$ cat config.mk
export PLATFORM = sky130hd
export DESIGN_NAME = uart_tx_fifo_param
export DESIGN_NICKNAME = d
export VERILOG_FILES = /design/src/rtl/uart_tx_fifo_param.sv
export SDC_FILE = /design/constraint.sdc
export NUM_CORES = 1
export LEC_CHECK = 0
export ABC_AREA = 1
export BUFFER_PORTS_ARGS = -buffer_cell sky130_fd_sc_hd__buf_2
export CELL_PAD_IN_SITES_DETAIL_PLACEMENT = 1
export CELL_PAD_IN_SITES_GLOBAL_PLACEMENT = 1
export CORE_ASPECT_RATIO = 2
export CORE_MARGIN = 5
export CORE_UTILIZATION = 45
export CTS_CLUSTER_SIZE = 12
export DETAILED_ROUTE_END_ITERATION = 10
export HOLD_SLACK_MARGIN = 0.03
export PLACE_DENSITY_LB_ADDON = 0.12
export SETUP_SLACK_MARGIN = 0.1
export SYNTH_ARGS = -nofsm -noshare
export SYNTH_HDL_FRONTEND = slang
export SYNTH_SLANG_ARGS = --single-unit
$ cat constraint.sdc
create_clock -name clk -period 5.4 [get_ports clk]
set_input_delay 1.08 -clock clk [delete_from_list [all_inputs] [get_ports clk]]
set_output_delay 1.08 -clock clk [all_outputs]
set_load 0.01 [all_outputs]
$ cat src/rtl/uart_tx_fifo_param.sv
// Parametrised UART transmitter: host write FIFO feeding a frame FSM with
// configurable data width, parity, stop bits and a per-frame baud divider.
module uart_tx_fifo_param #(
    parameter int CLK_HZ     = 100_000_000,
    parameter int DATA_BITS  = 8,
    parameter int OVERSAMPLE = 16,
    parameter int FIFO_AW    = 2
) (
    input  logic                 clk,
    input  logic                 reset,
    input  logic [DATA_BITS-1:0] Tx_DATA,
    input  logic                 Tx_WR,
    input  logic                 Tx_EN,
    input  logic [2:0]           baud_select,
    input  logic [1:0]           parity_mode,
    input  logic                 stop2,
    output logic                 Tx_D,
    output logic                 Tx_BUSY,
    output logic                 Tx_FULL,
    output logic                 Tx_OVF
);
    localparam int DEPTH = 1 << FIFO_AW;
    localparam logic [FIFO_AW:0]   CNT_DEPTH = (FIFO_AW+1)'(DEPTH);
    localparam logic [FIFO_AW:0]   CNT_ONE   = (FIFO_AW+1)'(1);
    localparam logic [FIFO_AW-1:0] PTR_ONE   = FIFO_AW'(1);
    localparam logic [31:0]        OS_M1     = 32'(OVERSAMPLE - 1);
    localparam logic [3:0]         LAST_BIT  = 4'(DATA_BITS - 1);

    function automatic logic [31:0] div_of(input int s);
        longint baud, den, d;
        case (s)
            0:       baud = 300;
            1:       baud = 1200;
            2:       baud = 4800;
            3:       baud = 9600;
            4:       baud = 19200;
            5:       baud = 38400;
            6:       baud = 57600;
            default: baud = 115200;
        endcase
        den = longint'(OVERSAMPLE) * baud;
        d   = (longint'(CLK_HZ) + den / 2) / den;
        return (d < 1) ? 32'd1 : 32'(d);
    endfunction

    typedef enum logic [2:0] {IDLE, START, DATA, PARITY, STOP} state_t;

    logic [DATA_BITS-1:0] mem [DEPTH];
    logic [FIFO_AW-1:0]   wr_ptr, rd_ptr;
    logic [FIFO_AW:0]     count;
    logic                 full, empty, push, pop, ovf;
    logic [DATA_BITS-1:0] head;

    state_t               state;
    logic                 tx_d, en_q, par_en, par_bit, stop2_q;
    logic [DATA_BITS-1:0] sh;
    logic [3:0]           bit_idx;
    logic [31:0]          div_q, div_cnt, os_cnt, div_new;
    logic                 tick, bit_end, last_stop;

    assign full  = (count == CNT_DEPTH);
    assign empty = (count == '0);
    assign push  = Tx_WR && !full;
    assign head  = mem[rd_ptr];

    always_comb begin
        case (baud_select)
            3'd0:    div_new = div_of(0);
            3'd1:    div_new = div_of(1);
            3'd2:    div_new = div_of(2);
            3'd3:    div_new = div_of(3);
            3'd4:    div_new = div_of(4);
            3'd5:    div_new = div_of(5);
            3'd6:    div_new = div_of(6);
            default: div_new = div_of(7);
        endcase
    end

    always_comb begin
        tick      = (div_cnt == div_q - 32'd1);
        bit_end   = (state != IDLE) && tick && (os_cnt == OS_M1);
        last_stop = (state == STOP) && (!stop2_q || bit_idx[0]);
        // A new frame loads either from idle or on the final cycle of the stop bit(s).
        pop       = !empty && en_q && ((state == IDLE) || (bit_end && last_stop));
    end

    always_ff @(posedge clk) begin
        if (push) mem[wr_ptr] <= Tx_DATA;
    end

    always_ff @(posedge clk) begin
        if (!reset) begin
            wr_ptr <= '0;
            rd_ptr <= '0;
            count  <= '0;
            ovf    <= 1'b0;
        end else begin
            if (push) wr_ptr <= wr_ptr + PTR_ONE;
            if (pop)  rd_ptr <= rd_ptr + PTR_ONE;
            if (push && !pop)      count <= count + CNT_ONE;
            else if (pop && !push) count <= count - CNT_ONE;
            if (Tx_WR && full) ovf <= 1'b1;
        end
    end

    always_ff @(posedge clk) begin
        if (!reset) begin
            state   <= IDLE;
            tx_d    <= 1'b1;
            en_q    <= 1'b0;
            par_en  <= 1'b0;
            par_bit <= 1'b0;
            stop2_q <= 1'b0;
            sh      <= '0;
            bit_idx <= '0;
            div_q   <= 32'd1;
            div_cnt <= '0;
            os_cnt  <= '0;
        end else begin
            en_q <= Tx_EN;
            if (state != IDLE) begin
                div_cnt <= tick ? 32'd0 : div_cnt + 32'd1;
                if (tick) os_cnt <= (os_cnt == OS_M1) ? 32'd0 : os_cnt + 32'd1;
            end
            if (pop) begin
                // Config is captured here so mid-frame changes only affect later frames.
                state   <= START;
                tx_d    <= 1'b0;
                div_cnt <= '0;
                os_cnt  <= '0;
                sh      <= head;
                par_bit <= (^head) ^ (parity_mode == 2'b10);
                par_en  <= (parity_mode == 2'b01) || (parity_mode == 2'b10);
                stop2_q <= stop2;
                div_q   <= div_new;
            end else if (bit_end) begin
                case (state)
                    START: begin
                        state   <= DATA;
                        tx_d    <= sh[0];
                        bit_idx <= '0;
                    end
                    DATA: begin
                        if (bit_idx == LAST_BIT) begin
                            bit_idx <= '0;
                            if (par_en) begin
                                state <= PARITY;
                                tx_d  <= par_bit;
                            end else begin
                                state <= STOP;
                                tx_d  <= 1'b1;
                            end
                        end else begin
                            sh      <= sh >> 1;
                            tx_d    <= sh[1];
                            bit_idx <= bit_idx + 4'd1;
                        end
                    end
                    PARITY: begin
                        state   <= STOP;
                        tx_d    <= 1'b1;
                        bit_idx <= '0;
                    end
                    STOP: begin
                        if (last_stop) state <= IDLE;
                        else           bit_idx <= bit_idx + 4'd1;
                    end
                    default: state <= IDLE;
                endcase
            end
        end
    end

    assign Tx_D    = tx_d;
    assign Tx_BUSY = (state != IDLE) || !empty;
    assign Tx_FULL = full;
    assign Tx_OVF  = ovf;
endmodule

==> flow_summary.yaml <==
min_path:
  whs_path_depth: 2
  hold_path_class: "flop to flop"
  hold_path_end: "Tx_OVF$_SDFFE_PN0P_"
  hp-start: "Tx_OVF$_SDFFE_PN0P_"
sta:
  maxSlewHeadroom: 0.450
  fin_ws_ns: 1.17
  fmax_ghz: 0.236
  finalHoldViolCount: 0
  final_max_slew_viol_count: 0
  finalSetupViolCount: 0
  fin_tns_setup_ns: 0
  tightest_slew_ns: 0.824
  layout_min_cycle_time_ns: 4.23
  clock_skew_ns: 0.0116
  final.period_utilization: 0.783
  rsz0062_at_grt: "no"
clock_tree:
  cts_setup_buffers: 0
  clock_latency_ns: 0.42
  htreeDepth: 4
  cts_resized: 0
  clockRootBuffer: "clkbuf_16"
  cts.sinks: 139
  hold_buffers: 0
  clockBufferDepth: 2
  cts_buffers: 17
  cts_tree: "built"
  clkTransAtPathRegs_ns: 0.06
setup_path:
  r2r_cells: 26
  worstSetupPathType: "flop to flop"
  endpoint_kind: "flop"
  r2r_end: "count[1]$_SDFFE_PN0P_"
  r2r_start: "div_q[0]$_SDFFE_PN1P_"
  critPathMaxStageDelay_ns: 0.41
  r2r_setup_slack_ns: 1.17
  start_kind: "flop"
  cp_common_cell: "nor2_1"
  critPathMaxFanout: 36
  cp.required_ns: 5.71
  crit_arrival_ns: 4.54
  slowest_stage: "dfxtp_1"
pwr:
  switchingPower_w: 0.00132
  p_sw_frac: 0.368
  pwr-share-comb: 0.316
  powerDensity_mw_per_mm2: 388
  leakage_nw: 3.68
  pwr-share-clk: 0.345
  seqPwrFrac: 0.339
  irDropWorstVdd_v: 0.000278
  intPower_w: 0.00227
final_layout:
  seq_area_sq_mm: 0.00310
  multiInputGateArea_sq_mm: 0.00463
  drive_gt1_frac: 0.0737
  area_delta_synth_final_pct: 10.3
  antenna_cells: 0
  fin_nets: 1267
  final_util: 0.506
  n_fill_cell: 2456
die:
  die_height_um: 203
  die_area_sq_mm: 0.0217
  coreArea_sq_mm: 0.0183
  io_pins: 22
  initial_core_util: 0.459
  die_w_um: 107
  rows: 70
grt:
  grt_max_degree: 46
  grt_antenna_before_repair: 0
  grt_pass1_vias: 9212
  grt_pass1_wl_um: 46600
  grtUsageTotal: 0.278
  grt.overflow.total: 0
route:
  wl_per_cell_um: 19.9
  vias: 8402
  drtIter0Drc: 438
  vias_per_cell: 5.74
  ant_nets: 0
  drcViolationCount: 0
  routed_wl_um: 29200
  drt_first_pass_iters: 4
synth:
  syn_area_per_cell_sq_um: 6.87
  yosysWarnings: 0
  syn_inst: 1222
  syn-num-nets: 1253
  synth.distinct_cells: 43
  synth_seq_area_share: 0.370
  ys_ff_latch: 139
  netlist_area_sq_mm: 0.00839
placed_design:
  place_congestion: 0.965
  hpwl_um: 22800
  port_buffers: 21
  place_ws_ns: 1.20
outcome:
  outcome: "completed"
flow_run:
  max-cap-violations: 0
-- registers in the layout, summed over array words and instances, names as in the netlist, 3 cells and up, named ones only --
name	cells
os_cnt	32
div_cnt	32
state	3
bit_idx	4
div_q	13
mem	32
sh	8
count	3
-- kinds of logic after synthesis --
logic type,share of synthesized area
compound gates,0.0957
fa+ha+maj,0.0203
flops,0.370
simple gates,0.377
xor+xnor,0.0584
buf+inv,0.0787
-- layout make-up --
type | count | share of cell area
Multi-Input combinational cell | 919 | 0.500
Sequential cell | 139 | 0.335
Inverter | 135 | 0.0547
Clock buffer | 23 | 0.0527
Tap cell | 216 | 0.0292
Clock inverter | 9 | 0.0146
Timing Repair Buffer | 24 | 0.0138
-- how the worst max path moves through the flow --
| stage | slack [ns] | endpoint | depth (start not counted) | startpoint |
|---|---|---|---|---|
| 3_5_place_dp | 1.20 | div_cnt[24]$_SDFFE_PP0P_ | 25 | div_q[0]$_SDFFE_PN1P_ |
| 5_1_grt | 0.66 | count[1]$_SDFFE_PN0P_ | 26 | div_q[0]$_SDFFE_PN1P_ |
| 3_3_place_gp | 1.36 | div_cnt[24]$_SDFFE_PP0P_ | 25 | div_q[0]$_SDFFE_PN1P_ |
| 6_report | 1.17 | count[1]$_SDFFE_PN0P_ | 26 | div_q[0]$_SDFFE_PN1P_ |
| 4_1_cts | 1.17 | count[1]$_SDFFE_PN0P_ | 26 | div_q[0]$_SDFFE_PN1P_ |
| 2_1_floorplan | 1.83 | count[1]$_SDFFE_PN0P_ | 27 | div_q[0]$_SDFFE_PN1P_ |
-- synth_stat cells (all sizes together) --
library cell / n / area, sq um
nand3b: 19 / 143
o22a: 2 / 17.5
a32o: 3 / 30.0
inv: 133 / 499
and2: 1 / 6.26
and3: 2 / 12.5
o21ai: 56 / 292
ha: 12 / 150
nor3b: 2 / 15.0
o21bai: 2 / 15.0
clkbuf: 13 / 48.8
a31oi: 3 / 25.0
or2: 2 / 12.5
nand3: 88 / 440
nand2: 303 / 1180
nor4: 21 / 131
nand4: 40 / 256
buf: 16 / 105
o22ai: 6 / 37.5
o31ai: 1 / 7.51
nor3: 42 / 215
a31o: 1 / 8.76
nor4b: 2 / 17.5
nor2: 181 / 734
clkinv: 2 / 7.51
edfxtp: 32 / 961
fa: 1 / 20.0
a21oi: 71 / 355
o211ai: 2 / 15.0
dfxtp: 107 / 2140
xnor2: 15 / 131
xor2: 41 / 359
-- per-stage QoR --
stage                     power (W)  hold slack, ns  cell area [sq um]  instances
after floorplan             0.00205           0.456               8390       1222
after global routing        0.00379           0.490               9260       1465
after CTS                   0.00362           0.457               9260       1465
after global placement      0.00234           0.435               8640       1433
after detailed placement    0.00237           0.448               8640       1433
final                       0.00360           0.450               9260       1465
-- routing by layer --
layer  GRT usage  vias to the layer above  routed length (um)
li1            -                     4067                   -
met1       0.227                     4014                9250
met2       0.555                      187               16600
met5           0                        -                   0
met4       0.231                        0                2690
met3      0.0377                      134                 651
-- worst max-delay path: cells and delay by family (launching register included) --
kind                     cells  cell delay [ns]
buffers and inverters        4             0.42
adder cells (fa/ha/maj)      4             1.28
flip-flops                   1             0.41
AND/OR/NAND/NOR             16             1.73
AO/OA/AOI/OAI                2             0.26
-- cells in the final DEF, fill, tap and decap left out, types with 39 or more instances in the layout --
cell,Yosys,layout
a21oi_1,71,71
dfxtp_1,107,107
inv_1,130,130
nand2_1,293,293
nand3_1,88,88
nand4_1,39,39
nor2_1,165,165
nor3_1,41,41
o21ai_0,52,52
xor2_1,41,41
-- power groups by stage --
stage          logic (W)  registers, W  clock network [W]
5_1_grt          0.00126       0.00123            0.00130
3_5_place_dp     0.00113       0.00124                  0
6_report         0.00114       0.00122            0.00124
2_1_floorplan   0.000827       0.00122                  0
3_3_place_gp     0.00110       0.00124                  0
4_1_cts          0.00114       0.00122            0.00126
Note: power is estimated with default switching activity, not from simulation.
